<file path="config.mk">
export PLATFORM = sky130hd
export DESIGN_NAME = lfsr_gen
export DESIGN_NICKNAME = d
export VERILOG_FILES = /design/src/rtl/lfsr_pkg.sv /design/src/rtl/lfsr_next.sv /design/src/rtl/lfsr_gen.sv
export SDC_FILE = /design/constraint.sdc
export NUM_CORES = 1
export LEC_CHECK = 0
export ABC_AREA = 1
export BUFFER_PORTS_ARGS = -buffer_cell sky130_fd_sc_hd__buf_2
export CAP_MARGIN = 20
export CORE_AREA = 3 3 97 99
export DETAILED_ROUTE_END_ITERATION = 7
export DIE_AREA = 0 0 100 102
export GPL_TIMING_DRIVEN = 1
export PLACE_DENSITY = 0.67
export SYNTH_ARGS = -nofsm -noshare
export SYNTH_HDL_FRONTEND = slang
export SYNTH_SLANG_ARGS = --single-unit
</file>
<file path="constraint.sdc">
create_clock -name clk -period 2.9 [get_ports clk]
set_input_delay 0.145 -clock clk [delete_from_list [all_inputs] [get_ports clk]]
set_output_delay 0.145 -clock clk [all_outputs]
set_load 0.05 [all_outputs]
</file>
<file path="src/rtl/lfsr_pkg.sv">
// Shared types and the next-state function for the configurable LFSR generator.
package lfsr_pkg;

  typedef enum logic {
    LFSR_FIB = 1'b0,
    LFSR_GAL = 1'b1
  } lfsr_mode_e;

  localparam int LFSR_MAX_W = 32;

  // Operates on a zero-extended state; bits at and above 'width' are forced to zero.
  function automatic logic [LFSR_MAX_W-1:0] lfsr_step(
    input logic [LFSR_MAX_W-1:0] state,
    input logic [LFSR_MAX_W-1:0] poly,
    input lfsr_mode_e            mode,
    input int                    width
  );
    logic [LFSR_MAX_W-1:0] mask;
    logic [LFSR_MAX_W-1:0] s;
    logic [LFSR_MAX_W-1:0] p;
    logic [LFSR_MAX_W-1:0] nxt;
    logic                  fb;
    if (width >= LFSR_MAX_W) begin
      mask = '1;
    end else begin
      mask = (LFSR_MAX_W'(1) << width) - LFSR_MAX_W'(1);
    end
    s = state & mask;
    p = poly & mask;
    if (mode == LFSR_FIB) begin
      fb  = ^(s & p);
      nxt = (s >> 1) | (LFSR_MAX_W'(fb) << (width - 1));
    end else begin
      nxt = (s >> 1) ^ (s[0] ? p : '0);
    end
    return nxt & mask;
  endfunction

endpackage

</file>
<file path="src/rtl/lfsr_next.sv">
// Purely combinational one-step advance of the LFSR state.
module lfsr_next
  import lfsr_pkg::*;
#(
  parameter int               WIDTH = 5,
  parameter logic [WIDTH-1:0] POLY  = 5'b00101,
  parameter lfsr_mode_e       MODE  = LFSR_FIB
) (
  input  logic [WIDTH-1:0] i_state,
  output logic [WIDTH-1:0] o_next
);

  assign o_next = WIDTH'(lfsr_step(LFSR_MAX_W'(i_state), LFSR_MAX_W'(POLY), MODE, WIDTH));

endmodule

</file>
<file path="src/rtl/lfsr_gen.sv">
// LFSR generator with seed load, zero-seed rejection, wrap detection and period measurement.
module lfsr_gen
  import lfsr_pkg::*;
#(
  parameter int               WIDTH = 5,
  parameter logic [WIDTH-1:0] POLY  = 5'b00101,
  parameter lfsr_mode_e       MODE  = LFSR_FIB,
  parameter logic [WIDTH-1:0] SEED  = {{(WIDTH-1){1'b0}}, 1'b1},
  parameter int               CNT_W = 32
) (
  input  logic             clk,
  input  logic             reset,
  input  logic             en,
  input  logic             load,
  input  logic [WIDTH-1:0] seed_in,
  output logic [WIDTH-1:0] lfsr,
  output logic             bit_out,
  output logic             wrap,
  output logic [CNT_W-1:0] period,
  output logic             lockup
);

  generate
    if (SEED == '0 || POLY == '0 || WIDTH < 3 || WIDTH > LFSR_MAX_W) begin : g_param_bad
      $error("lfsr_gen: illegal parameters (SEED and POLY must be non-zero, WIDTH in 3..32)");
    end
  endgenerate

  localparam logic [CNT_W-1:0] CNT_MAX = '1;

  logic [WIDTH-1:0] r_lfsr;
  logic [WIDTH-1:0] r_ref_seed;
  logic [CNT_W-1:0] r_step_cnt;
  logic [CNT_W-1:0] r_period;
  logic             r_wrap;
  logic             r_lockup;

  logic [WIDTH-1:0] w_next;
  logic [CNT_W-1:0] w_cnt_inc;
  logic             w_hits_ref;
  logic             w_seed_zero;

  lfsr_next #(
    .WIDTH (WIDTH),
    .POLY  (POLY),
    .MODE  (MODE)
  ) u_next (
    .i_state (r_lfsr),
    .o_next  (w_next)
  );

  // Saturating increment shared by the step counter and the period capture.
  assign w_cnt_inc   = (r_step_cnt == CNT_MAX) ? r_step_cnt : r_step_cnt + CNT_W'(1);
  assign w_hits_ref  = (w_next == r_ref_seed);
  assign w_seed_zero = (seed_in == '0);

  always_ff @(posedge clk) begin
    if (reset) begin
      r_lfsr     <= SEED;
      r_ref_seed <= SEED;
      r_step_cnt <= '0;
      r_period   <= '0;
      r_wrap     <= 1'b0;
      r_lockup   <= 1'b0;
    end else begin
      r_wrap   <= 1'b0;
      r_lockup <= 1'b0;
      if (load) begin
        // A zero seed would lock the register up; substitute SEED instead.
        if (w_seed_zero) begin
          r_lfsr     <= SEED;
          r_ref_seed <= SEED;
          r_lockup   <= 1'b1;
        end else begin
          r_lfsr     <= seed_in;
          r_ref_seed <= seed_in;
        end
        r_step_cnt <= '0;
      end else if (en) begin
        r_lfsr <= w_next;
        if (w_hits_ref) begin
          r_wrap     <= 1'b1;
          r_period   <= w_cnt_inc;
          r_step_cnt <= '0;
        end else begin
          r_step_cnt <= w_cnt_inc;
        end
      end
    end
  end

  assign lfsr    = r_lfsr;
  assign bit_out = r_lfsr[0];
  assign wrap    = r_wrap;
  assign period  = r_period;
  assign lockup  = r_lockup;

endmodule

</file>
==> results.json, run 1 <==
{
  "drtAntennaViolNets": 0,
  "die_h_um": 102,
  "maxCapViolations": 0,
  "synthTopCellsByArea": "dfxtp_1 37%, nand2_1 18%, nor2_1 11%, nand3_2 6.5%, a21oi_2 4.7%",
  "synth_area_leader_cell": "dfxtp_1",
  "synth_area_per_cell_um2": 6.72,
  "crit_buf_inv": 0,
  "area_growth_pct": 11.0,
  "initial_core_util": 0.478,
  "netlist_area_um2": 4130,
  "powerDensity_nw_per_um2": 427,
  "min_path_type": "input pin to flop",
  "holdCritStartpoint": "seed_in[1]",
  "n_antenna_cell": 0,
  "fin_tns_setup_ps": 0,
  "grt_remaining_overflow": 0,
  "first_pass_iters": 5,
  "netlist_instances": 614,
  "cts_setup_buffers": 0,
  "clkLatencyLatePin_ps": 350,
  "critPathTopFamily": "simple AND/OR/NAND/NOR gates",
  "cts_root_buf": "clkbuf_8",
  "grt_setup_unrepaired": "false",
  "rows": 34,
  "reg2reg_to": "r_step_cnt[1]$_SDFFE_PP0P_",
  "cts_resized": 0,
  "hold_depth": 4,
  "outcome": "finished, final reports clean",
  "power_leakage_nw": 2.02,
  "end_kind": "flop",
  "post-route-drc-count": 0,
  "cp_cell_sequence": "ha_1 > nand2_2 > nor2_4 > nand2_4 > nor2_8 > nand2_4 > nand2_1 > nand2_1 > nand2_1 > a21oi_1",
  "finClkSkew_ps": 14.0,
  "wl_per_cell_um": 13.3,
  "cts-htree-levels": 3,
  "dp_hpwl_um": 7370,
  "min_period_ps": 2170,
  "numCtsBuffers": 9,
  "timing.final.hold_violations": 0,
  "cts_tree": "done",
  "rrSetupSlack_ps": 730,
  "synth.distinct_cells": 30,
  "ios": 49,
  "critPathLaunchType": "flop",
  "gp_congestion": 0.979,
  "placed_area_um2": 4420,
  "grt_usage": 0.215,
  "vias_per_cell": 5.09,
  "path_class": "flop to flop",
  "setup_violations": 0,
  "synth_nets": 624,
  "clkTransAtPathRegs_ps": 80,
  "first_iter_violations": 257,
  "grt_max_degree": 35,
  "routed_wirelength_um": 10200,
  "antenna_found_initial": 0,
  "grt_pass1_wl_um": 17900,
  "clkSinkCount": 76,
  "period_share": 0.747,
  "critPathMaxFanout": 31,
  "clk_path_buf_depth": 2,
  "final_cell_area_um2": 4580,
  "max_slew_margin": 0.658,
  "drive_above_1_share": 0.215,
  "fin_hold_ws_ps": 51.6,
  "die_x_um": 100,
  "yosysWarnings": 0,
  "fmax_ghz": 0.462,
  "critPathSlowestCell": "dfxtp_1",
  "ys_seq_area_frac": 0.369,
  "tightest_slew_ps": 514,
  "num_vias": 3901,
  "crit_cells": 10,
  "reg2reg_depth": 10,
  "holdPathEnd": "lockup$_SDFF_PP0_",
  "drv_slew": 0,
  "r2r_start": "r_step_cnt[0]$_SDFFE_PP0P_",
  "required_ps": 3110,
  "first_global_vias": 3754,
  "die_area_um2": 10200,
  "cpMostUsedCell": "nand2_1",
  "holdBufCountCts": 0,
  "port_buffers": 48,
  "ir_worst_vdd_v": 0.000225,
  "cpPeakStageDelay_ps": 480,
  "synth_seq_cells": 76,
  "fin_nets": 664,
  "critPathArrivalTime_ps": 2370,
  "synth_top_area_share": 0.369,
  "coreArea_um2": 8640
}
worst max-delay path by stage:
| stage | slack (ps) | from | to |
|---|---|---|---|
| floorplan | 1160 | lfsr[0]$_SDFFE_PP1P_ | period[24]$_SDFFE_PP0P_ |
| global placement | 850 | r_step_cnt[0]$_SDFFE_PP0P_ | period[0]$_SDFFE_PP0P_ |
| detailed placement | 740 | r_step_cnt[0]$_SDFFE_PP0P_ | period[1]$_SDFFE_PP0P_ |
| CTS | 750 | r_step_cnt[0]$_SDFFE_PP0P_ | r_step_cnt[1]$_SDFFE_PP0P_ |
| global route | 560 | r_step_cnt[0]$_SDFFE_PP0P_ | period[1]$_SDFFE_PP0P_ |
| finish | 730 | r_step_cnt[0]$_SDFFE_PP0P_ | r_step_cnt[1]$_SDFFE_PP0P_ |
metrics by stage:
stage	power (mW)	setup WS, ps	util	instances
global placement	1.27	846	0.511	751
CTS	1.98	748	0.531	767
finish	1.96	733	0.531	767
global route	2.05	561	0.531	767
detailed placement	1.28	743	0.511	751
floorplan	1.23	1160	-	614
synth_stat cells:
cell type / instances
xor2_1: 4
o22ai_1: 3
buf_2: 9
nand2_1: 194
nand4_1: 2
buf_1: 2
a31oi_1: 4
ha_1: 1
o21ai_2: 1
inv_1: 38
buf_4: 2
or2_1: 1
nand2_2: 4
nor2_1: 116
nand3_2: 27
nor2_2: 2
nand3_1: 26
inv_2: 2
nor2_4: 5
o21ai_0: 37
nand2_4: 2
nor3b_1: 1
dfxtp_1: 76
nor2_8: 1
clkbuf_1: 8
a21oi_1: 13
buf_6: 4
or2_2: 6
a21oi_2: 22
nor3_1: 1
state kept, by name, summed over array words and instances (netlist names):
register and count:
lfsr 5, wrap 1, period 32, r_ref_seed 5, r_step_cnt 32, lockup 1
worst reg2reg max path, stage by stage (launching register included):
cell,delay (ps)
dfxtp_1,480
ha_1,340
nand2_2,110
nor2_4,160
nand2_4,100
nor2_8,170
nand2_4,300
nand2_1,160
nand2_1,80
nand2_1,70
a21oi_1,60
power breakdown:
group,internal (mW),switching (mW),leakage (nW)
clock network,0.306,0.400,0.0889
logic,0.0411,0.134,1.32
registers,1.06,0.0146,0.615
total,1.41,0.549,2.02
logic make-up (layout without fill, tap and decap cells):
| group | after synthesis | after routing | synth area share |
|---|---|---|---|
| and+or+nand+nor | 388 | 388 | 0.429 |
| AOI/OAI and AO/OA | 80 | 80 | 0.120 |
| DFF | 76 | 76 | 0.369 |
| buffers and inverters | 65 | 110 | 0.0710 |
| xor gates and xnor gates | 4 | 4 | 0.00849 |
| adders and majority gates | 1 | 1 | 0.00303 |
placed cells by master (no fill, tap or decap):
cell type / instances
o21ai_0: 37
a31oi_1: 4
clkbuf_8: 9
a21oi_1: 13
nand3_1: 26
nor3b_1: 1
nand3_2: 27
nor2_4: 5
inv_2: 2
nor3_1: 1
buf_2: 48
inv_6: 1
o21ai_2: 1
a21oi_2: 22
nor2_1: 116
inv_1: 38
nor2_2: 2
nand2_2: 4
ha_1: 1
nand2_4: 2
nor2_8: 1
nand2_1: 194
or2_1: 1
dfxtp_1: 76
nand4_1: 2
or2_2: 6
buf_12: 1
clkinvlp_4: 1
buf_4: 5
xor2_1: 4
o22ai_1: 3
clkinv_2: 5
per-layer routing:
metal	global-route usage	routed length, um	vias to the layer above
met4	0.0777	191	0
met2	0.353	4630	69
met5	0	0	-
li1	-	-	2023
met3	0.0314	407	18
met1	0.289	4990	1791
final cells by class:
| class | count | area, um2 |
|---|---|---|
| fillers | 871 | 4050 |
| well taps | 108 | 135 |
| inverters | 40 | 150 |
| repair buffers | 54 | 298 |
| flip-flops and latches | 76 | 1520 |
| clock buffers | 9 | 124 |
| clock inverters | 7 | 41.3 |
| multi-input cells | 473 | 2310 |
(Power assumes the default switching activity.)
==> run 2, diff against run 1 <==
- ABC_AREA: 1 -> 0
- CORE_AREA: 3 3 97 99 -> 3 3 98 100
- DIE_AREA: 0 0 100 102 -> 0 0 101 103
- PLACE_DENSITY: 0.67 -> 0.66
- clock period: 2.9 -> 2 ns (I/O delays scaled with it)
==> results.json, run 2 <==
{
  "met3_usage": 0.0474,
  "powerDensity_nw_per_um2": 530,
  "routed_wirelength_um": 11900,
  "drv_slew": 0,
  "grt_setup_unrepaired": "true",
  "wl_per_cell_um": 16.9,
  "die_x_um": 101,
  "reg2reg_depth": 7,
  "synth_nets": 493,
  "fin_nets": 603,
  "netlist_instances": 483,
  "critPathTopFamily": "simple AND/OR/NAND/NOR gates",
  "synth_area_per_cell_um2": 8.69,
  "critPathMaxFanout": 9,
  "min_path_type": "input pin to flop",
  "initial_core_util": 0.479,
  "rows": 34,
  "ios": 49,
  "timing.final.hold_violations": 0,
  "ys_seq_area_frac": 0.363,
  "coreArea_um2": 8760,
  "cts_root_buf": "clkbuf_8",
  "numCtsBuffers": 9,
  "holdCritStartpoint": "seed_in[3]",
  "reg2reg_to": "period[25]$_SDFFE_PP0P_",
  "grt_max_degree": 60,
  "synth-edff-count": 0,
  "min_period_ps": 2020,
  "maxCapViolations": 0,
  "first_iter_violations": 224,
  "grt_usage": 0.222,
  "outcome": "complete, but fails checks",
  "critPathArrivalTime_ps": 2290,
  "path_class": "flop to flop",
  "critPathLaunchType": "flop",
  "synth-async-reset-ratio": 0,
  "final_util": 0.630,
  "setup_violations": 1,
  "vias_per_cell": 6.02,
  "holdPathEnd": "lfsr[3]$_SDFFE_PP0P_",
  "ir_worst_vdd_v": 0.000341,
  "synth_flop_cell": "dfxtp_1",
  "yosysWarnings": 0,
  "met2_usage": 0.346,
  "dp_hpwl_um": 8170,
  "synth_top_area_share": 0.363,
  "fmax_ghz": 0.496,
  "cts-htree-levels": 3,
  "cts_tree": "done",
  "power_leakage_nw": 2.02,
  "synthTopCellsByArea": "dfxtp_1 36%, a31oi_1 5.2%, xnor2_1 5.2%, a211oi_1 4.8%, nor2_1 4.7%",
  "required_ps": 2270,
  "cp_cell_sequence": "ha_4 > nand4_1 > nor4_4 > buf_4 > a31o_4 > or4_4 > a311oi_2",
  "netlist_area_um2": 4200,
  "grt_remaining_overflow": 0,
  "first_global_vias": 3788,
  "end_kind": "flop",
  "final.setup.worst_slack_ps": -17.8,
  "grt_pass1_wl_um": 18600,
  "drtAntennaViolNets": 0,
  "clkTransAtPathRegs_ps": 80,
  "first_pass_iters": 5,
  "post-route-drc-count": 0,
  "final_cell_mix": "84 x buf_4, 62 x dfxtp_1, 51 x nor2_1",
  "synth_area_leader_cell": "dfxtp_1",
  "clk_path_buf_depth": 2,
  "synth_top_cells_by_count": "76 x dfxtp_1, 52 x nor2_1, 35 x a31oi_1",
  "busiest_layer": "met2",
  "gp_congestion": 0.964,
  "yosysMostFrequentCell": "dfxtp_1",
  "final_common_cell": "buf_4",
  "antenna_found_initial": 0,
  "period_share": 1.01,
  "max_slew_margin": 0.604,
  "synth.distinct_cells": 62,
  "pre_cts_ws_ps": -131,
  "die_area_um2": 10400,
  "num_vias": 4248,
  "r2r_start": "r_step_cnt[1]$_SDFFE_PP0P_",
  "finClkSkew_ps": 11.2,
  "port_buffers": 48,
  "rrSetupSlack_ps": -20,
  "area_growth_pct": 31.6,
  "synth_seq_cells": 76,
  "clkSinkCount": 76,
  "tightest_slew_ps": 590,
  "die_h_um": 103,
  "hold_depth": 3,
  "n_antenna_cell": 0,
  "critPathSlowestCell": "or4_4",
  "clkLatencyLatePin_ps": 360,
  "grt_use_met1": 0.306,
  "violations": "setup timing",
  "cpPeakStageDelay_ps": 520,
  "crit_buf_inv": 1,
  "drive_above_1_share": 0.375
}
==> run 2: cell types whose count changed after synthesis, sizes merged, moves of 25 or more <==
cell	before	now
a211oi	0	28
a31oi	4	35
inv	40	7
nand2	200	29
nand3	53	19
nor2	124	52
xnor2	0	25
==> run 2: final cells by class <==
type	instances	area, um2
repair buffers	139	975
well taps	108	135
clock inverters	5	27.5
multi-input cells	360	2680
flip-flops and latches	76	1540
clock buffers	11	141
fillers	729	3240
inverters	7	26.3
==> run 2: per-layer routing <==
metal,share of wire,routed length [um]
met4,0.024,287
met2,0.45,5360
met3,0.068,814
met1,0.46,5470
met5,0,0
==> run 2: worst max path at each step <==
stage / start / endpoint / slack (ps) / cells after the start
2_1_floorplan: r_step_cnt[1]$_SDFFE_PP0P_ / period[1]$_SDFFE_PP0P_ / 20 / 7
3_3_place_gp: r_step_cnt[1]$_SDFFE_PP0P_ / period[19]$_SDFFE_PP0P_ / -70 / 7
3_5_place_dp: r_step_cnt[1]$_SDFFE_PP0P_ / period[23]$_SDFFE_PP0P_ / -130 / 7
4_1_cts: r_step_cnt[0]$_SDFFE_PP0P_ / period[17]$_SDFFE_PP0P_ / -20 / 9
5_1_grt: r_step_cnt[1]$_SDFFE_PP0P_ / period[25]$_SDFFE_PP0P_ / -100 / 7
6_report: r_step_cnt[1]$_SDFFE_PP0P_ / period[25]$_SDFFE_PP0P_ / -20 / 7
==> run 2: cell families after synthesis <==
| group | synth area share |
|---|---|
| adders and majority gates | 0.00298 |
| xor gates and xnor gates | 0.0626 |
| muxes | 0.0313 |
| AOI/OAI and AO/OA | 0.241 |
| and+or+nand+nor | 0.245 |
| DFF | 0.363 |
| buffers and inverters | 0.0552 |
==> run 2: report_power, final <==
part	internal [mW]	switching, mW	leakage [nW]
sequential	1.54	0.0215	0.620
clock	0.476	0.585	0.0889
combinational	0.101	0.204	1.31
==> run 2: repair_timing <==
action,in CTS,in global routing
setup endpoints to repair,20,49
hold buffers,1,0
buffers inserted,5,9
gates resized for setup,12,41
pin swaps,8,9
hold endpoints to repair,1,0
cloned,0,1
==> run 2: tightest hold or removal path, delay by kind of cell <==
kind	cells	cell delay (ps)
buf+inv	1	100
simple gates	1	70
compound gates	1	60
==> run 2: stage by stage <==
stage	setup TNS, ps	power (mW)	instance area (um2)	hold WS (ps)	instances
6_report	-17.8	2.93	5520	5.60	706
5_1_grt	-481	3.03	5520	25.1	706
4_1_cts	-70.1	2.93	5260	0.949	696
3_5_place_dp	-698	1.89	4980	375	674
3_3_place_gp	-195	1.88	4980	365	674
2_1_floorplan	0	1.80	4210	243	483
==> run 3, diff against run 2 <==
- CTS_BUF_LIST: default -> sky130_fd_sc_hd__clkbuf_2 sky130_fd_sc_hd__clkbuf_4 sky130_fd_sc_hd__clkbuf_8
==> results.json, run 3 (synthesis gave the netlist of run 2 again) <==
{
  "clk_path_buf_depth": 2,
  "cts_root_buf": "clkbuf_8",
  "period_share": 1.01,
  "final_common_cell": "buf_4",
  "numCtsBuffers": 9,
  "final_cell_area_um2": 5520,
  "num_vias": 4185,
  "rows": 34,
  "first_pass_iters": 6,
  "gp_congestion": 0.964,
  "power_leakage_nw": 2.02,
  "initial_core_util": 0.479,
  "pwr-share-seq": 0.532,
  "area_growth_pct": 31.6,
  "max_slew_margin": 0.601,
  "n_antenna_cell": 0,
  "first_iter_violations": 230,
  "critPathSlowestCell": "or4_4",
  "vias_per_cell": 5.94,
  "dp_hpwl_um": 8170,
  "grt_pass1_wl_um": 18600,
  "port_buffers": 48,
  "critPathArrivalTime_ps": 2280,
  "first_global_vias": 3786,
  "post-route-drc-count": 0,
  "finClkSkew_ps": 11.1,
  "switchingPower_mw": 0.804,
  "ir_worst_vdd_v": 0.000343,
  "final.setup.worst_slack_ps": -14.2,
  "drive_above_1_share": 0.375,
  "drtAntennaViolNets": 0,
  "min_period_ps": 2010,
  "fin_nets": 602,
  "path_class": "flop to flop",
  "required_ps": 2270,
  "drv_slew": 0,
  "grt_max_degree": 60,
  "antenna_found_initial": 0,
  "cpPeakStageDelay_ps": 520,
  "grt_remaining_overflow": 0,
  "ios": 49,
  "die_x_um": 101,
  "end_kind": "flop",
  "p_sw_frac": 0.274,
  "min_path_type": "input pin to flop",
  "timing.final.hold_violations": 0,
  "clkPwrFrac": 0.364,
  "routed_wirelength_um": 11800,
  "comb_power_share": 0.104,
  "intPower_mw": 2.13,
  "coreArea_um2": 8760,
  "critPathLaunchType": "flop",
  "die_h_um": 103,
  "maxCapViolations": 0,
  "final_cell_mix": "83 x buf_4, 62 x dfxtp_1, 51 x nor2_1",
  "clkSinkCount": 76,
  "clkLatencyLatePin_ps": 360,
  "powerDensity_nw_per_um2": 531,
  "clkTransAtPathRegs_ps": 80,
  "cts-htree-levels": 3,
  "cp_cell_sequence": "ha_4 > nand4_1 > nor4_4 > buf_4 > a31o_4 > or4_4 > a311oi_2",
  "cts_tree": "done",
  "setup_violations": 1,
  "pre_cts_ws_ps": -131,
  "grt_setup_unrepaired": "true",
  "die_area_um2": 10400,
  "critPathMaxFanout": 9,
  "fmax_ghz": 0.496,
  "wl_per_cell_um": 16.8,
  "outcome": "complete, but fails checks",
  "tightest_slew_ps": 594,
  "placed_area_um2": 4980,
  "violations": "setup timing",
  "grt_usage": 0.222
}
==> run 3: cell count changes in the layout (fill, tap and decap cells not counted) <==
cell,previous run,this run
and3_2,4,3
and3_4,1,2
buf_4,84,83
clkbuf_1,1,0
clkbuf_4,0,1
==> run 3: per-stage QoR <==
step           setup TNS [ps]  total power [mW]  utilization  hold WS, ps  std cells
4_1_cts                 -72.9              2.94        0.601        0.949        696
2_1_floorplan               0              1.80            -          243        483
5_1_grt                  -478              3.05        0.630         25.1        705
6_report                -14.2              2.93        0.630         7.47        705
3_3_place_gp             -195              1.88        0.568          365        674
3_5_place_dp             -698              1.89        0.568          375        674
==> run 3: power groups by stage <==
stage          registers, mW  logic [mW]  clock network [mW]
2_1_floorplan           1.65       0.150                   0
6_report                1.56       0.304                1.07
3_5_place_dp            1.59       0.294                   0
5_1_grt                 1.56       0.330                1.15
3_3_place_gp            1.59       0.287                   0
4_1_cts                 1.56       0.297                1.09
==> run 3: what timing repair did <==
item | in CTS | in global routing
gates cloned | 0 | 1
buffers inserted | 5 | 8
endpoints found under the setup margin | 19 | 49
hold endpoints to repair | 1 | 0
pin swaps | 8 | 9
hold buffers | 1 | 0
resized for setup | 12 | 41
==> run 3: area by class of cell <==
cell class | instances | area [um2]
fillers | 729 | 3240
multi-input cells | 360 | 2680
repair buffers | 138 | 967
clock buffers | 11 | 145
inverters | 7 | 26.3
flip-flops and latches | 76 | 1540
clock inverters | 5 | 27.5
well taps | 108 | 135
==> run 3: final timing paths <==
kind	from	endpoint	slack, ps	depth (start not counted)
worst max-delay path	r_step_cnt[1]$_SDFFE_PP0P_	period[25]$_SDFFE_PP0P_	-10	7
worst min-delay path	seed_in[3]	lfsr[3]$_SDFFE_PP0P_	7	3
worst max register to register	r_step_cnt[1]$_SDFFE_PP0P_	period[25]$_SDFFE_PP0P_	-10	7
worst min register to register	period[10]$_SDFFE_PP0P_	period[10]$_SDFFE_PP0P_	470	2
==> run 3: worst max-delay path: cells and delay by family, from the launching register on <==
family	cells	cell delay [ps]
adder cells (fa/ha/maj)	1	160
buffers and inverters	1	140
AND/OR/NAND/NOR	3	740
AO/OA/AOI/OAI	2	550
flip-flops	1	340
==> run 3: layer usage <==
layer | track usage | vias to the layer above | wire length (um)
li1 | - | 2049 | -
met1 | 0.307 | 1953 | 5370
met2 | 0.346 | 158 | 5380
met3 | 0.0474 | 25 | 832
met4 | 0.0767 | 0 | 237
met5 | 0 | - | 0
